File: src/rtl/irs_multi_buffer_block_manager_if.sv
// Write-handshake and lock/free request bundle between the IRS block manager (master)
// and the write controller / trigger logic (slave).
interface irs_multi_buffer_block_manager_if #(
    parameter int NBLOCK_BITS = 9
);
    logic                   blk_en_o;
    logic [NBLOCK_BITS-1:0] blk_o;
    logic                   blk_ack_i;
    logic [NBLOCK_BITS-1:0] lock_address_i;
    logic                   lock_strobe_i;
    logic                   lock_ack_o;
    logic                   lock_err_o;
    logic [NBLOCK_BITS-1:0] free_address_i;
    logic                   free_strobe_i;
    logic                   free_ack_o;

    modport master (
        output blk_en_o, blk_o, lock_ack_o, lock_err_o, free_ack_o,
        input  blk_ack_i, lock_address_i, lock_strobe_i, free_address_i, free_strobe_i
    );

    modport slave (
        input  blk_en_o, blk_o, lock_ack_o, lock_err_o, free_ack_o,
        output blk_ack_i, lock_address_i, lock_strobe_i, free_address_i, free_strobe_i
    );
endinterface

File: src/rtl/irs_multi_buffer_block_manager.sv
// IRS block manager: hands logical blocks to the write controller and skips any block
// held in a small table of blocks locked for readout.
module irs_multi_buffer_block_manager #(
    parameter int NBLOCK_BITS = 9,
    parameter int NLOCK       = 4,
    parameter int NLOCK_BITS  = 3
) (
    input  logic                   clk_i,
    input  logic                   rst_n_i,
    input  logic                   en_i,
    irs_multi_buffer_block_manager_if.master bus,
    input  logic                   ped_mode_i,
    input  logic [NBLOCK_BITS-1:0] ped_address_i,
    output logic                   ped_ack_o,
    output logic                   dead_o,
    input  logic                   dead_clear_i,
    output logic [NLOCK_BITS-1:0]  nlocked_o,
    output logic [15:0]            debug_o
);

    typedef enum logic [1:0] {
        IDLE    = 2'd0,
        ADVANCE = 2'd1,
        ISSUE   = 2'd2
    } state_t;

    localparam logic [NBLOCK_BITS-1:0] BLK_ONE   = NBLOCK_BITS'(1);
    localparam logic [NLOCK_BITS-1:0]  NLOCK_MAX = NLOCK_BITS'(NLOCK);

    state_t                 state_q, state_d;
    logic [NBLOCK_BITS-1:0] cand_q, cand_d;
    logic [NBLOCK_BITS-1:0] blk_q, blk_d;
    logic                   blk_en_q, blk_en_d;
    logic                   ped_ack_q, ped_ack_d;

    logic [NLOCK-1:0]       valid_q, valid_d, valid_free;
    logic [NBLOCK_BITS-1:0] addr_q [NLOCK];
    logic [NBLOCK_BITS-1:0] addr_d [NLOCK];
    logic                   lock_ack_q, lock_err_q, lock_err_d, free_ack_q;
    logic                   lock_dup, lock_full, lock_placed;
    logic                   overflow_q, overflow_d;
    logic [NLOCK_BITS-1:0]  nlocked_q, nlocked_d;
    logic                   dead_q;
    logic                   cand_locked;

    // Free is resolved against the registered table before the lock is considered, so a
    // same-cycle free can open the slot a lock needs.
    always_comb begin
        valid_free = valid_q;
        if (bus.free_strobe_i) begin
            for (int i = 0; i < NLOCK; i++) begin
                if (valid_q[i] && addr_q[i] == bus.free_address_i) valid_free[i] = 1'b0;
            end
        end
    end

    // NOTE: every signal written in an always_comb gets a default first, otherwise any
    // path that skips an assignment infers a latch.
    always_comb begin
        valid_d     = valid_free;
        addr_d      = addr_q;
        lock_dup    = 1'b0;
        lock_placed = 1'b0;
        for (int i = 0; i < NLOCK; i++) begin
            if (valid_free[i] && addr_q[i] == bus.lock_address_i) lock_dup = 1'b1;
        end
        lock_full  = &valid_free;
        lock_err_d = bus.lock_strobe_i && !lock_dup && lock_full;
        if (bus.lock_strobe_i && !lock_dup) begin
            for (int i = 0; i < NLOCK; i++) begin
                if (!lock_placed && !valid_free[i]) begin
                    valid_d[i]  = 1'b1;
                    addr_d[i]   = bus.lock_address_i;
                    lock_placed = 1'b1;
                end
            end
        end
        overflow_d = (overflow_q && !dead_clear_i) || lock_err_d;
        nlocked_d  = '0;
        for (int i = 0; i < NLOCK; i++) nlocked_d = nlocked_d + NLOCK_BITS'(valid_q[i]);
    end

    // At most NLOCK consecutive blocks can be locked, so the search ends within NLOCK+1 cycles.
    always_comb begin
        cand_locked = 1'b0;
        for (int i = 0; i < NLOCK; i++) begin
            if (valid_q[i] && addr_q[i] == cand_q) cand_locked = 1'b1;
        end
    end

    // NOTE: state registers use non-blocking assignments so every flop samples the
    // pre-edge value of every other flop, independent of statement order.
    always_ff @(posedge clk_i or negedge rst_n_i) begin
        if (!rst_n_i) begin
            valid_q    <= '0;
            lock_ack_q <= 1'b0;
            lock_err_q <= 1'b0;
            free_ack_q <= 1'b0;
            overflow_q <= 1'b0;
            nlocked_q  <= '0;
            dead_q     <= 1'b0;
        end else begin
            valid_q    <= valid_d;
            lock_ack_q <= bus.lock_strobe_i;
            lock_err_q <= lock_err_d;
            free_ack_q <= bus.free_strobe_i;
            overflow_q <= overflow_d;
            nlocked_q  <= nlocked_d;
            dead_q     <= (nlocked_d == NLOCK_MAX) || overflow_q;
        end
    end

    // NOTE: entry addresses are left unreset; an entry means nothing until its valid bit
    // is set, and that bit is reset.
    always_ff @(posedge clk_i) begin
        addr_q <= addr_d;
    end

    always_comb begin
        state_d   = state_q;
        cand_d    = cand_q;
        blk_d     = blk_q;
        blk_en_d  = blk_en_q;
        ped_ack_d = 1'b0;
        case (state_q)
            IDLE: begin
                if (en_i) state_d = ADVANCE;
            end
            ADVANCE: begin
                if (ped_mode_i) begin
                    blk_d    = ped_address_i;
                    blk_en_d = 1'b1;
                    state_d  = ISSUE;
                end else if (cand_locked) begin
                    cand_d = cand_q + BLK_ONE;
                end else begin
                    blk_d    = cand_q;
                    blk_en_d = 1'b1;
                    state_d  = ISSUE;
                end
            end
            ISSUE: begin
                if (bus.blk_ack_i) begin
                    blk_en_d  = 1'b0;
                    cand_d    = blk_q + BLK_ONE;
                    ped_ack_d = ped_mode_i;
                    state_d   = en_i ? ADVANCE : IDLE;
                end
            end
            default: state_d = IDLE;
        endcase
    end

    always_ff @(posedge clk_i or negedge rst_n_i) begin
        if (!rst_n_i) begin
            state_q   <= IDLE;
            cand_q    <= '0;
            blk_q     <= '0;
            blk_en_q  <= 1'b0;
            ped_ack_q <= 1'b0;
        end else begin
            state_q   <= state_d;
            cand_q    <= cand_d;
            blk_q     <= blk_d;
            blk_en_q  <= blk_en_d;
            ped_ack_q <= ped_ack_d;
        end
    end

    logic [11:0] cand_dbg;
    if (NBLOCK_BITS >= 12) begin : g_dbg_trunc
        assign cand_dbg = cand_q[11:0];
    end else begin : g_dbg_ext
        assign cand_dbg = {{(12 - NBLOCK_BITS){1'b0}}, cand_q};
    end

    assign bus.blk_en_o   = blk_en_q;
    assign bus.blk_o      = blk_q;
    assign bus.lock_ack_o = lock_ack_q;
    assign bus.lock_err_o = lock_err_q;
    assign bus.free_ack_o = free_ack_q;
    assign ped_ack_o      = ped_ack_q;
    assign dead_o         = dead_q;
    assign nlocked_o      = nlocked_q;
    assign debug_o        = {cand_dbg, dead_q, blk_en_q, state_q};

endmodule

File: src/flat_wrapper.sv
// flat-port wrapper written by rule: the top's interface ports become plain ports
module irs_multi_buffer_block_manager_flat 
#(
    parameter int NBLOCK_BITS = 9,
    parameter int NLOCK       = 4,
    parameter int NLOCK_BITS  = 3
)
  (clk_i, rst_n_i, en_i, ped_mode_i, ped_address_i, ped_ack_o, dead_o, dead_clear_i, nlocked_o, debug_o, bus_blk_en_o, bus_blk_o, bus_lock_ack_o, bus_lock_err_o, bus_free_ack_o, bus_blk_ack_i, bus_lock_address_i, bus_lock_strobe_i, bus_free_address_i, bus_free_strobe_i);
  irs_multi_buffer_block_manager_if #(.NBLOCK_BITS(NBLOCK_BITS)) bus_i ();
  input  logic clk_i;
  input  logic rst_n_i;
  input  logic en_i;
  input  logic ped_mode_i;
  input  logic [NBLOCK_BITS-1:0] ped_address_i;
  output logic ped_ack_o;
  output logic dead_o;
  input  logic dead_clear_i;
  output logic [NLOCK_BITS-1:0] nlocked_o;
  output logic [15:0] debug_o;
  output wire logic [$bits(bus_i.blk_en_o)-1:0] bus_blk_en_o;
  output wire logic [$bits(bus_i.blk_o)-1:0] bus_blk_o;
  output wire logic [$bits(bus_i.lock_ack_o)-1:0] bus_lock_ack_o;
  output wire logic [$bits(bus_i.lock_err_o)-1:0] bus_lock_err_o;
  output wire logic [$bits(bus_i.free_ack_o)-1:0] bus_free_ack_o;
  input wire logic [$bits(bus_i.blk_ack_i)-1:0] bus_blk_ack_i;
  input wire logic [$bits(bus_i.lock_address_i)-1:0] bus_lock_address_i;
  input wire logic [$bits(bus_i.lock_strobe_i)-1:0] bus_lock_strobe_i;
  input wire logic [$bits(bus_i.free_address_i)-1:0] bus_free_address_i;
  input wire logic [$bits(bus_i.free_strobe_i)-1:0] bus_free_strobe_i;
  assign bus_blk_en_o = bus_i.blk_en_o;
  assign bus_blk_o = bus_i.blk_o;
  assign bus_lock_ack_o = bus_i.lock_ack_o;
  assign bus_lock_err_o = bus_i.lock_err_o;
  assign bus_free_ack_o = bus_i.free_ack_o;
  assign bus_i.blk_ack_i = bus_blk_ack_i;
  assign bus_i.lock_address_i = bus_lock_address_i;
  assign bus_i.lock_strobe_i = bus_lock_strobe_i;
  assign bus_i.free_address_i = bus_free_address_i;
  assign bus_i.free_strobe_i = bus_free_strobe_i;
  irs_multi_buffer_block_manager #(.NBLOCK_BITS(NBLOCK_BITS), .NLOCK(NLOCK), .NLOCK_BITS(NLOCK_BITS)) u_core (.clk_i(clk_i), .rst_n_i(rst_n_i), .en_i(en_i), .bus(bus_i), .ped_mode_i(ped_mode_i), .ped_address_i(ped_address_i), .ped_ack_o(ped_ack_o), .dead_o(dead_o), .dead_clear_i(dead_clear_i), .nlocked_o(nlocked_o), .debug_o(debug_o));
endmodule
File: config.mk
export PLATFORM = sky130hd
export DESIGN_NAME = irs_multi_buffer_block_manager_flat
export DESIGN_NICKNAME = d
export VERILOG_FILES = /design/src/rtl/irs_multi_buffer_block_manager_if.sv /design/src/rtl/irs_multi_buffer_block_manager.sv /design/src/flat_wrapper.sv
export SDC_FILE = /design/constraint.sdc
export NUM_CORES = 1
export LEC_CHECK = 0
export ABC_AREA = 1
export BUFFER_PORTS_ARGS = -buffer_cell sky130_fd_sc_hd__buf_2
export CAP_MARGIN = 30
export CORE_AREA = 2 2 114 116
export DETAILED_ROUTE_END_ITERATION = 8
export DIE_AREA = 0 0 116 118
export PLACE_DENSITY = 0.68
export SETUP_SLACK_MARGIN = 0.02
export SLEW_MARGIN = 30
export SYNTH_ARGS = -nofsm -noshare
export SYNTH_HDL_FRONTEND = slang
export SYNTH_SLANG_ARGS = --single-unit
File: constraint.sdc
create_clock -name clk_i -period 4.3 [get_ports clk_i]
set_clock_uncertainty 0.2 [all_clocks]
set_input_delay 0.215 -clock clk_i [delete_from_list [all_inputs] [get_ports clk_i]]
set_output_delay 0.215 -clock clk_i [all_outputs]
set_load 0.02 [all_outputs]
==> results.cfg <==
[outcome]
run_status = completed

[critical_path]
path_max_fanout = 9
cp-endpoint = u_core.addr_q[29]
r2r-end = u_core.addr_q[29]
endpoint_kind = flip-flop
criticalPathCategory = flip-flop to flip-flop
start_kind = flip-flop
startpoint = u_core.addr_q[31]
reg2reg_from = u_core.addr_q[31]
critical_path_required_ns = 4.07
crit_arrival_ns = 2.50
r2r_slack_ns = 1.57
rr_worst_depth = 9

[min_path]
hold_path_class = input port to flip-flop

[logic_synthesis]
async_reset_ff_share_pct = 48.6
synth-seq-area-share_pct = 39.8
avgSynthCellArea_um2 = 7.05
ys_seq_elements = 70
synth.area.top_cells = edfxtp_1 (22%), nand2_1 (21%), dfrtp_1 (18%), inv_1 (6.4%), nor2_1 (5.6%)
yosys_warnings = 0
synth_flop_cell = edfxtp_1
yosysMostFrequentCell = nand2_1
syn_area_um2 = 4860
synth_cells = 689
ys_types = 34
yosysTopAreaCellShare_pct = 22.3
synth_largest_area_cell = edfxtp_1
synthTopCellsByCount = nand2_1 (274), inv_1 (83), nor2_1 (73)
synth-edff-count = 36

[clock_network]
cts_buffer_depth = 2
cts_made_buffers = 9
htreeDepth = 3
cts_sinks = 70
root_buffer = clkbuf_16
postCtsSetupBuffers = 0
clk_pin_slew_worst_paths_ns = 0.06
ctsResizeCount = 0
cts_tree = built
clock_latency_ns = 0.35

[sta]
rsz0062_at_grt = no
setup_ws_ns = 1.57
hold_viol_final = 0
tightest_slew_ns = 0.788
timing.final.crit_period_ns = 2.73
slew_violations = 0
timing.fmax_ghz = 0.366
relSlewSlack_pct = 47.5
setup_viol = 0
fin_crit_sh_pct = 63.5
finalSetupTns_ns = 0

[power]
power_switching_mw = 1.09
p_clk_share_pct = 27.4
power_density_nw_per_um2 = 469
seq_power_share_pct = 35.2
sw_frac_of_total_pct = 40.9
pwr-share-comb_pct = 37.3
cellLeakagePower_nw = 2.93
vdd_drop_max_v = 0.000233
p_int_mw = 1.58

[global_routing]
grt_pass1_wl_um = 22600
use_met2_pct = 35.7
use_met3_pct = 5.10
use_met1_pct = 28.7
overflow = 0
grt_util_all_layers_pct = 22.1
grt_most_used_layer = met2
grt_max_degree = 35
grt_pass1_vias = 4343
grt_antenna_before_repair = 0

[floorplan]
die_w_um = 116
die_y_um = 118
die_area_um2 = 13700
start_util_pct = 39.1
core_area_um2 = 12400
io_pins = 69
rows = 41

[drt]
wire_per_inst_um = 15.3
routed_wirelength_um = 14400
vias = 4589
viasPerCell = 4.89
remaining_drc_errors = 0
antenna_left = 0
drtIter0Drc = 457
first_pass_iters = 5

[placed_design]
dpl.hpwl_um = 11400
port_buffers = 65
place_inst = 912
dpl_worst_slack_ns = 1.64
postPlaceCellArea_um2 = 5290
gp_congestion = 0.946

[finish]
syn2layout_area_growth_pct = 17.0
final_nets = 805
antenna_cells = 0
instances_no_fill = 938
drive_above_1_share_pct = 14.5
fin_area_um2 = 5680

[job]
drv_cap = 0
[worst min-delay path by stage]
| stage | startpoint | endpoint | cells past startpoint |
|---|---|---|---|
| after detailed placement | rst_n_i | u_core.bus.blk_o[8] | 1 |
| final | bus_lock_address_i[8] | u_core.addr_q[8] | 1 |
| after global placement | rst_n_i | u_core.bus.blk_o[5] | 1 |
| after CTS | bus_lock_address_i[2] | u_core.addr_q[20] | 1 |
| after floorplan | rst_n_i | u_core.bus.blk_en_o | 0 |
| after global routing | bus_lock_address_i[2] | u_core.addr_q[20] | 1 |
[critical path: stages (launching register included)]
cell      delay, ns
edfxtp_1       0.44
inv_1          0.16
o21ai_0        0.12
nor2_1         0.11
nand3_1        0.12
o21ai_1        0.22
nor2_1         0.10
nor2_4         0.18
nand2_4        0.09
nor2_1         0.61
[flip-flops by register name, summed over array words and instances (netlist names)]
| name | count |
|---|---|
| u_core.bus.free_ack_o | 1 |
| u_core.overflow_q | 1 |
| u_core.bus.lock_err_o | 1 |
| u_core.ped_ack_o | 1 |
| u_core.addr_q | 36 |
| u_core.nlocked_o | 3 |
| u_core.bus.blk_en_o | 1 |
| u_core.state_q | 2 |
| u_core.bus.blk_o | 9 |
| u_core.cand_q | 9 |
| u_core.bus.lock_ack_o | 1 |
| u_core.dead_o | 1 |
| u_core.valid_q | 4 |
[power groups by stage]
stage | combinational, mW | clock (mW) | sequential, mW
after floorplan | 0.686 | 0 | 0.981
after global placement | 0.986 | 0 | 0.950
after detailed placement | 0.991 | 0 | 0.950
after CTS | 1.00 | 0.746 | 0.938
after global routing | 1.14 | 0.773 | 0.952
final | 0.994 | 0.731 | 0.939
[routing by layer]
| metal | share of wire [%] | up-vias | wire length, um |
|---|---|---|---|
| met1 | 45 | 2129 | 6440 |
| met4 | 3.0 | 0 | 425 |
| li1 | - | 2285 | - |
| met3 | 5.4 | 31 | 776 |
| met2 | 47 | 144 | 6750 |
| met5 | 0 | - | 0 |
[kinds of logic (layout without fill, tap and decap cells)]
family,Yosys count,in the layout,synth area share (%)
AO/OA/AOI/OAI,47,47,5.41
XOR/XNOR,32,32,5.77
adder cells (fa/ha/maj),9,9,2.47
buffers and inverters,105,180,9.25
flip-flops,70,70,39.8
other,1,3,0.0772
AND/OR/NAND/NOR,425,425,37.2
[final cells by class]
type / instances / area (um2)
fill: 1306 / 6730
multi-input combinational: 516 / 2480
sequential: 70 / 1930
timing repair buffer: 75 / 425
inverter: 89 / 334
clock buffer: 10 / 229
tap: 172 / 215
clock inverter: 6 / 63.8
[per-stage QoR]
stage | total power, mW | hold WS [ns] | util [%]
after global routing | 2.86 | 0.0190 | 45.8
final | 2.66 | 0.00688 | 45.8
after detailed placement | 1.94 | 0.149 | 42.6
after floorplan | 1.67 | -0.281 | -
after global placement | 1.94 | 0.144 | 42.6
after CTS | 2.68 | 0.00118 | 45.8
[layout by cell type (no fill, tap or decap), drive strengths merged, types with 11 or more instances in the layout]
cell type,n
dfrtp,34
edfxtp,36
xor2,18
nand3,43
inv,89
nand4,11
nand2,279
buf,65
nor2,85
o21ai,34
xnor2,14
[repair_timing]
| action | in CTS | in global routing |
|---|---|---|
| endpoints found under the setup margin | 0 | 0 |
| endpoints found under the hold margin | 58 | 0 |
| hold buffers | 10 | 0 |
No activity file was read; power rests on OpenSTA's default activity.
